===== config.mk =====
export PLATFORM = sky130hd
export DESIGN_NAME = uart_receiver
export DESIGN_NICKNAME = d
export VERILOG_FILES = /design/src/rtl/uart_pkg.sv /design/src/rtl/uart_rx_sync.sv /design/src/rtl/uart_receiver.sv
export SDC_FILE = /design/constraint.sdc
export NUM_CORES = 1
export LEC_CHECK = 0
export CAP_MARGIN = 20
export CORE_ASPECT_RATIO = 1.5
export CORE_MARGIN = 5
export CORE_UTILIZATION = 55
export CTS_BUF_LIST = sky130_fd_sc_hd__clkbuf_16
export CTS_CLUSTER_DIAMETER = 200
export DETAILED_ROUTE_END_ITERATION = 16
export PLACE_DENSITY = 0.88
export SLEW_MARGIN = 40
export SYNTH_ARGS = -nofsm -noshare
export SYNTH_HDL_FRONTEND = slang
export SYNTH_SLANG_ARGS = --single-unit
export TNS_END_PERCENT = 20

===== constraint.sdc =====
create_clock -name clock -period 3.9 [get_ports clock]
set_input_delay 0.78 -clock clock [delete_from_list [all_inputs] [get_ports clock]]
set_output_delay 0.78 -clock clock [all_outputs]
set_load 0.05 [all_outputs]

===== src/rtl/uart_pkg.sv =====
// Shared UART types and oversampling constants.
// Used by uart_receiver; the PARITY state only matters when UART_RX_PARITY_EN is defined.
package uart_pkg;

    typedef enum logic [2:0] {
        IDLE,
        START,
        DATA,
        PARITY,
        STOP,
        WAIT_IDLE
    } rx_state_t;

    localparam int OVERSAMPLE = 16;
    localparam int SAMPLE_MID = 7;
    localparam int SAMPLE_END = 15;
    localparam int TICK_W     = $clog2(OVERSAMPLE);

endpackage


===== src/rtl/uart_rx_sync.sv =====
// Two-flop synchronizer for an asynchronous serial line.
// It resets to 1 (line idle) so that reset release cannot look like a start bit.
module uart_rx_sync (
    input  logic clock,
    input  logic Reset,
    input  logic async_in,
    output logic sync_out
);

    logic meta;

    always_ff @(posedge clock or negedge Reset) begin
        if (!Reset) begin
            meta     <= 1'b1;
            sync_out <= 1'b1;
        end else begin
            meta     <= async_in;
            sync_out <= meta;
        end
    end

endmodule


===== src/rtl/uart_receiver.sv =====
// UART receive stage on a 16x oversample tick, with a valid/ack holding register.
// Define UART_RX_PARITY_EN to add a parity bit, the PARITY_ODD parameter and the ParityError port.
module uart_receiver
    import uart_pkg::*;
#(
    parameter int DATA_BITS = 8
`ifdef UART_RX_PARITY_EN
    ,
    parameter bit PARITY_ODD = 1'b0
`endif
) (
    input  logic                 clock,
    input  logic                 Reset,
    input  logic                 uartClock,
    input  logic                 RxSerial,
    input  logic                 RxAck,
    output logic [DATA_BITS-1:0] RxData,
    output logic                 RxValid,
    output logic                 FramingError,
    output logic                 Overrun,
    output logic                 Busy
`ifdef UART_RX_PARITY_EN
    ,
    output logic                 ParityError
`endif
);

    rx_state_t            state;
    logic [TICK_W-1:0]    tick_cnt;
    logic [2:0]           bit_cnt;
    logic [DATA_BITS-1:0] shift_reg;
    logic                 rx_s;
`ifdef UART_RX_PARITY_EN
    logic                 parity_bit;
`endif

    uart_rx_sync u_sync (
        .clock    (clock),
        .Reset    (Reset),
        .async_in (RxSerial),
        .sync_out (rx_s)
    );

    // A load later in this block overrides the ack-clear, so load+ack keeps RxValid high.
    always_ff @(posedge clock or negedge Reset) begin
        if (!Reset) begin
            state        <= IDLE;
            tick_cnt     <= '0;
            bit_cnt      <= '0;
            shift_reg    <= '0;
            RxData       <= '0;
            RxValid      <= 1'b0;
            FramingError <= 1'b0;
            Overrun      <= 1'b0;
            Busy         <= 1'b0;
`ifdef UART_RX_PARITY_EN
            parity_bit   <= 1'b0;
            ParityError  <= 1'b0;
`endif
        end else begin
            Busy <= (state != IDLE);

            if (RxAck && RxValid) begin
                RxValid <= 1'b0;
                Overrun <= 1'b0;
            end

            if (uartClock) begin
                case (state)
                    IDLE: begin
                        if (!rx_s) begin
                            state    <= START;
                            tick_cnt <= '0;
                        end
                    end

                    START: begin
                        tick_cnt <= tick_cnt + TICK_W'(1);
                        if (tick_cnt == TICK_W'(SAMPLE_MID)) begin
                            tick_cnt <= '0;
                            if (!rx_s) begin
                                state   <= DATA;
                                bit_cnt <= '0;
                            end else begin
                                state <= IDLE;
                            end
                        end
                    end

                    DATA: begin
                        tick_cnt <= tick_cnt + TICK_W'(1);
                        if (tick_cnt == TICK_W'(SAMPLE_END)) begin
                            shift_reg <= {rx_s, shift_reg[DATA_BITS-1:1]};
                            bit_cnt   <= bit_cnt + 3'd1;
                            if (bit_cnt == 3'(DATA_BITS - 1)) begin
`ifdef UART_RX_PARITY_EN
                                state <= PARITY;
`else
                                state <= STOP;
`endif
                            end
                        end
                    end

`ifdef UART_RX_PARITY_EN
                    PARITY: begin
                        tick_cnt <= tick_cnt + TICK_W'(1);
                        if (tick_cnt == TICK_W'(SAMPLE_END)) begin
                            parity_bit <= rx_s;
                            state      <= STOP;
                        end
                    end
`endif

                    STOP: begin
                        tick_cnt <= tick_cnt + TICK_W'(1);
                        if (tick_cnt == TICK_W'(SAMPLE_END)) begin
                            RxData       <= shift_reg;
                            FramingError <= ~rx_s;
                            RxValid      <= 1'b1;
`ifdef UART_RX_PARITY_EN
                            ParityError  <= ((^shift_reg) ^ parity_bit) != PARITY_ODD;
`endif
                            if (RxValid && !RxAck) begin
                                Overrun <= 1'b1;
                            end
                            state <= rx_s ? IDLE : WAIT_IDLE;
                        end
                    end

                    // A held-low line (break) must not start a new frame.
                    WAIT_IDLE: begin
                        if (rx_s) begin
                            state <= IDLE;
                        end
                    end

                    default: state <= IDLE;
                endcase
            end
        end
    end

endmodule


Yosys cells after proc, flatten, opt, wreduce, memory -nomap -nowiden

Cells that the tools add are included.

Register bits: 32
Output and inout bits: 12
Logic and storage cells: 66

Add/sub/neg operators: 2
Equality and inequality tests: 14
Muxes and demuxes: 25
Bitwise logic cells: 1
Reductions and logical operators: 13

Operator list:

| cell                                          | number |
|---|---|
| 2-to-1 mux 3 bit                              | 10 |
| case mux 3 bit (5 select lines)               | 1 |
| != test 2 bit, second input constant          | 6 |
| case mux 4 bit (3 select lines)               | 1 |
| == test 3 bit, second input constant          | 3 |
| 2-to-1 mux 1 bit                              | 9 |
| AND reduction 3 bit                           | 3 |
| 2-to-1 mux 4 bit                              | 2 |
| AND reduction 7 bit                           | 1 |
| case mux 3 bit (2 select lines)               | 1 |
| nonzero test 3 bit                            | 2 |
| AND reduction 5 bit                           | 1 |
| adder 4 x 1 -> 4 bit, second input constant   | 1 |
| == test 4 x 3 -> 1 bit, second input constant | 1 |
| == test 4 bit, second input constant          | 1 |
| adder 3 x 1 -> 3 bit, second input constant   | 1 |
| == test 3 x 1 -> 1 bit, second input constant | 1 |
| == test 3 x 2 -> 1 bit, second input constant | 1 |
| zero test 3 bit                               | 1 |
| logical AND 1 bit                             | 2 |
| 2-to-1 mux 2 bit                              | 1 |
| != test 2 x 1 -> 1 bit, second input constant | 1 |
| nonzero test 2 bit                            | 1 |
| OR reduction 2 bit                            | 1 |
| other kinds (2)                               | 2 |

Longest topological paths before layout

Depth after elaboration: 6
Mapped depth: 6
Mapped depth without buffers: 6

Modules after synthesis

From an unflattened synthesis, not the netlist that was laid out.

Cell total of the unflattened synthesis: 140
Area, all modules: 1506.4 um2

Modules (own cells, without submodules):

| module        | times used | cells an instance | area each (um2) | sequential area each (um2) |
|---|---|---|---|---|
| uart_receiver | 1          | 138               | 1453.9          | 750.7 |
| uart_rx_sync  | 1          | 2                 | 52.6            | 52.6 |

Worst setup path before layout

No wires, ideal clock.

Path type: input to register
From: in uartClock
To: reg bit_cnt[1]
Setup time: 0.121 ns
Data arrival time: 1.653 ns
Required time: 3.779 ns
Slack: 2.126 ns
Stages: 5
Cell sequence: buf_4 > nor2b_1 > and3_1 > buf_2 > a22o_1

Word-level cells in the longest chain between the ends: 1

Ends and longest elaborated chain:

| item                          | line                | source |
|---|---|---|
| from (decl)                   | uart_receiver.sv:14 | `input logic uartClock,` |
| AND reduction 5 bit (no line) | -                   |  |
| to (signal assigned)          | uart_receiver.sv:94 | `bit_cnt <= bit_cnt + 3'd1;` |
| to (decl)                     | uart_receiver.sv:30 | `logic [2:0] bit_cnt;` |

No other way between the ends.
A chain may end at the register's enable or synchronous reset.

Worst setup path in the final report

From: reg RxValid
To: out RxValid

RTL lines:

| item                   | line                 | source |
|---|---|---|
| from (decl)            | uart_receiver.sv:18  | `output logic RxValid,` |
| from (signal assigned) | uart_receiver.sv:52  | `RxValid <= 1'b0;` |
| from (signal assigned) | uart_receiver.sv:64  | `RxValid <= 1'b0;` |
| from (signal assigned) | uart_receiver.sv:120 | `RxValid <= 1'b1;` |

No word-level cell between the ends.

==> qor.yml <==
outcome: "finished, final reports clean"
slowest_stage: "clkdlybuf4s50_1"
whs_endpoint: "u_sync.sync_out"
gp_congestion: 0.925
max_freq_mhz: 445
dp_hpwl_um: 2100
min_path_cells: 0
use_met3_pct: 5.88
worstHoldPathType: "register to register"
drv_slew: 0
ys_seq_area_share_pct: 53.7
dp_cells: 184
portBuffers: 16
crit_arrival_ps: 1470
rsz0062_at_grt: "no"
synth-async-reset-ratio_pct: 100
r2r-end: "state[1]"
power_density_nw_per_um2: 551
yosysWarnings: 0
rrSetupSlack_ps: 2100
worst_pin_slew_ps: 552
dpl_worst_slack_ps: 1430
grt_max_degree: 33
reg2reg_from: "state[0]"
placed_area_sq_um: 1660
die_area_sq_um: 3890
maxCapViolations: 0
final_area_sq_um: 1800
path_delay_family: "buffers and inverters"
crit_chain: "clkdlybuf4s50_1"
synth_top_area_cell: "dfrtp_1"
syn2layout_area_growth_pct: 20.2
p_seq_share_pct: 42.0
syn_area_per_cell_sq_um: 11.0
layout.nets: 162
n_fill_cell: 206
grt_antenna_before_repair: 0
setup_viol: 0
post-cts-setup-buffers: 0
cts_buffer_depth: 2
gr-total-overflow: 0
h-tree-depth: 2
syn-instance-count: 136
coreArea_sq_um: 2650
clock_latency_ps: 280
syn_area_sq_um: 1500
grt_use_met2_pct: 30.8
layout-drive-gt1-share_pct: 13.5
rr_worst_depth: 4
diodes: 0
synth-edff-count: 0
cp_num_buf_inv: 1
dr.pass1.iters: 4
initial_core_util_pct: 56.5
ir_drop_v: 0.000426
stdcell_count: 192
max_stage_delay_ps: 820
cts_buffers: 5
final_cell_mix: "30 x dfrtp_1, 29 x nand2_1, 16 x clkdlybuf4s50_1, 8 x mux2_1, 6 x inv_1"
worstSetupPathType: "register to output pin"
worstPathRequired_ps: 3120
drc: 0
drt_iter0_drc: 30
grt_pass1_wl_um: 5290
die_y_um: 73.9
grt_pass1_vias: 1136
dieWidth_um: 52.6
boundaryPins: 17
min_period_over_period_pct: 57.6
syn_nets: 144
min_from: "u_sync.meta"
period_needed_ps: 2250
p_leak_nw: 0.861
vias_per_cell: 5.59
switching_power_mw: 0.304
postRouteAntennaNets: 0
fin_skew_ps: 5.75
p_comb_share_pct: 21.1
yosysTopAreaCellShare_pct: 50.2
relSlewSlack_pct: 63.2
synth.area.top_cells: "dfrtp_1 50%, nand2_1 7.3%, mux2_1 6.0%"
fp-row-count: 23
p_sw_share_pct: 30.7
grtUsageTotal_pct: 19.1
internal-power_mw: 0.687
root_buffer: "clkbuf_16"
cts_resized: 0
synth-main-ff-cell: "dfrtp_1"
vias: 1073
wl_um: 3010
cts_tree: "built"
clkPwrFrac_pct: 36.8
clk_pin_slew_worst_paths_ps: 50
wire_per_inst_um: 15.7
met1_usage_pct: 21.8
busiest_layer: "met2"
synthDistinctLibCells: 40
final_util_pct: 67.9
end_kind: "output pin"
cts.sinks: 32
fin_setup_tns_ps: 0
setup_slack_ps: 1650
hold_buffers: 0
hold_violations: 0
path_max_fanout: 3
startpoint_type: "register"
final_common_cell: "dfrtp_1"
yosys_register_bits: 32
## layout make-up
class | count | area (sq um) | area share, %
clock buffers | 5 | 125 | 6.96
multi-input cells | 91 | 616 | 34.2
well taps | 37 | 46.3 | 2.57
repair buffers | 17 | 168 | 9.33
flip-flops and latches | 32 | 803 | 44.7
clock inverters | 3 | 13.8 | 0.765
inverters | 7 | 26.3 | 1.46
## power by group through the flow
stage / Combinational, mW / Clock [mW] / Sequential, mW
after floorplan: 0.171 / 0 / 0.410
after global placement: 0.193 / 0 / 0.415
after detailed placement: 0.207 / 0 / 0.419
after CTS: 0.210 / 0.372 / 0.414
after global routing: 0.230 / 0.388 / 0.422
final: 0.209 / 0.365 / 0.416
## worst max path at each step
stage / start / to / slack [ps] / depth (start not counted)
global route: uartClock / state[2] / 1560 / 5
CTS: RxValid / RxValid / 1650 / 1
detailed placement: uartClock / state[2] / 1430 / 5
finish: RxValid / RxValid / 1650 / 1
global placement: uartClock / state[2] / 1510 / 5
floorplan: uartClock / bit_cnt[1] / 2130 / 5
## cell usage after synthesis (all sizes together), types with 3 or more instances
cell and n:
ha 3, dfrtp 30, and3 3, inv 7, a21oi 4, o21ai 5, nor2 4, mux2 11
nand3 5, nand2 29, a31oi 4, buf 6
## per-layer routing
metal / wire [um] / share of wire, % / vias up
met5: 0 / 0 / -
met2: 1540 / 51 / 29
met1: 1250 / 42 / 520
met3: 119 / 3.9 / 11
met4: 105 / 3.5 / 0
li1: - / - / 513
## cells by family (layout without fill, tap and decap cells)
logic type,count (synthesis),in the layout,synth area share [%]
DFF,32,32,53.7
muxes,11,11,8.28
and+or+nand+nor,50,50,16.6
xor gates and xnor gates,1,1,0.585
adders and majority gates,4,4,3.18
buffers and inverters,13,32,5.18
AOI/OAI and AO/OA,25,25,12.5
## metrics by stage
| step | total power, mW | hold slack [ps] |
|---|---|---|
| after floorplan | 0.581 | 345 |
| after global placement | 0.608 | 346 |
| after detailed placement | 0.627 | 347 |
| after CTS | 0.996 | 354 |
| after global routing | 1.04 | 356 |
| final | 0.990 | 353 |
(Power assumes the default switching activity.)
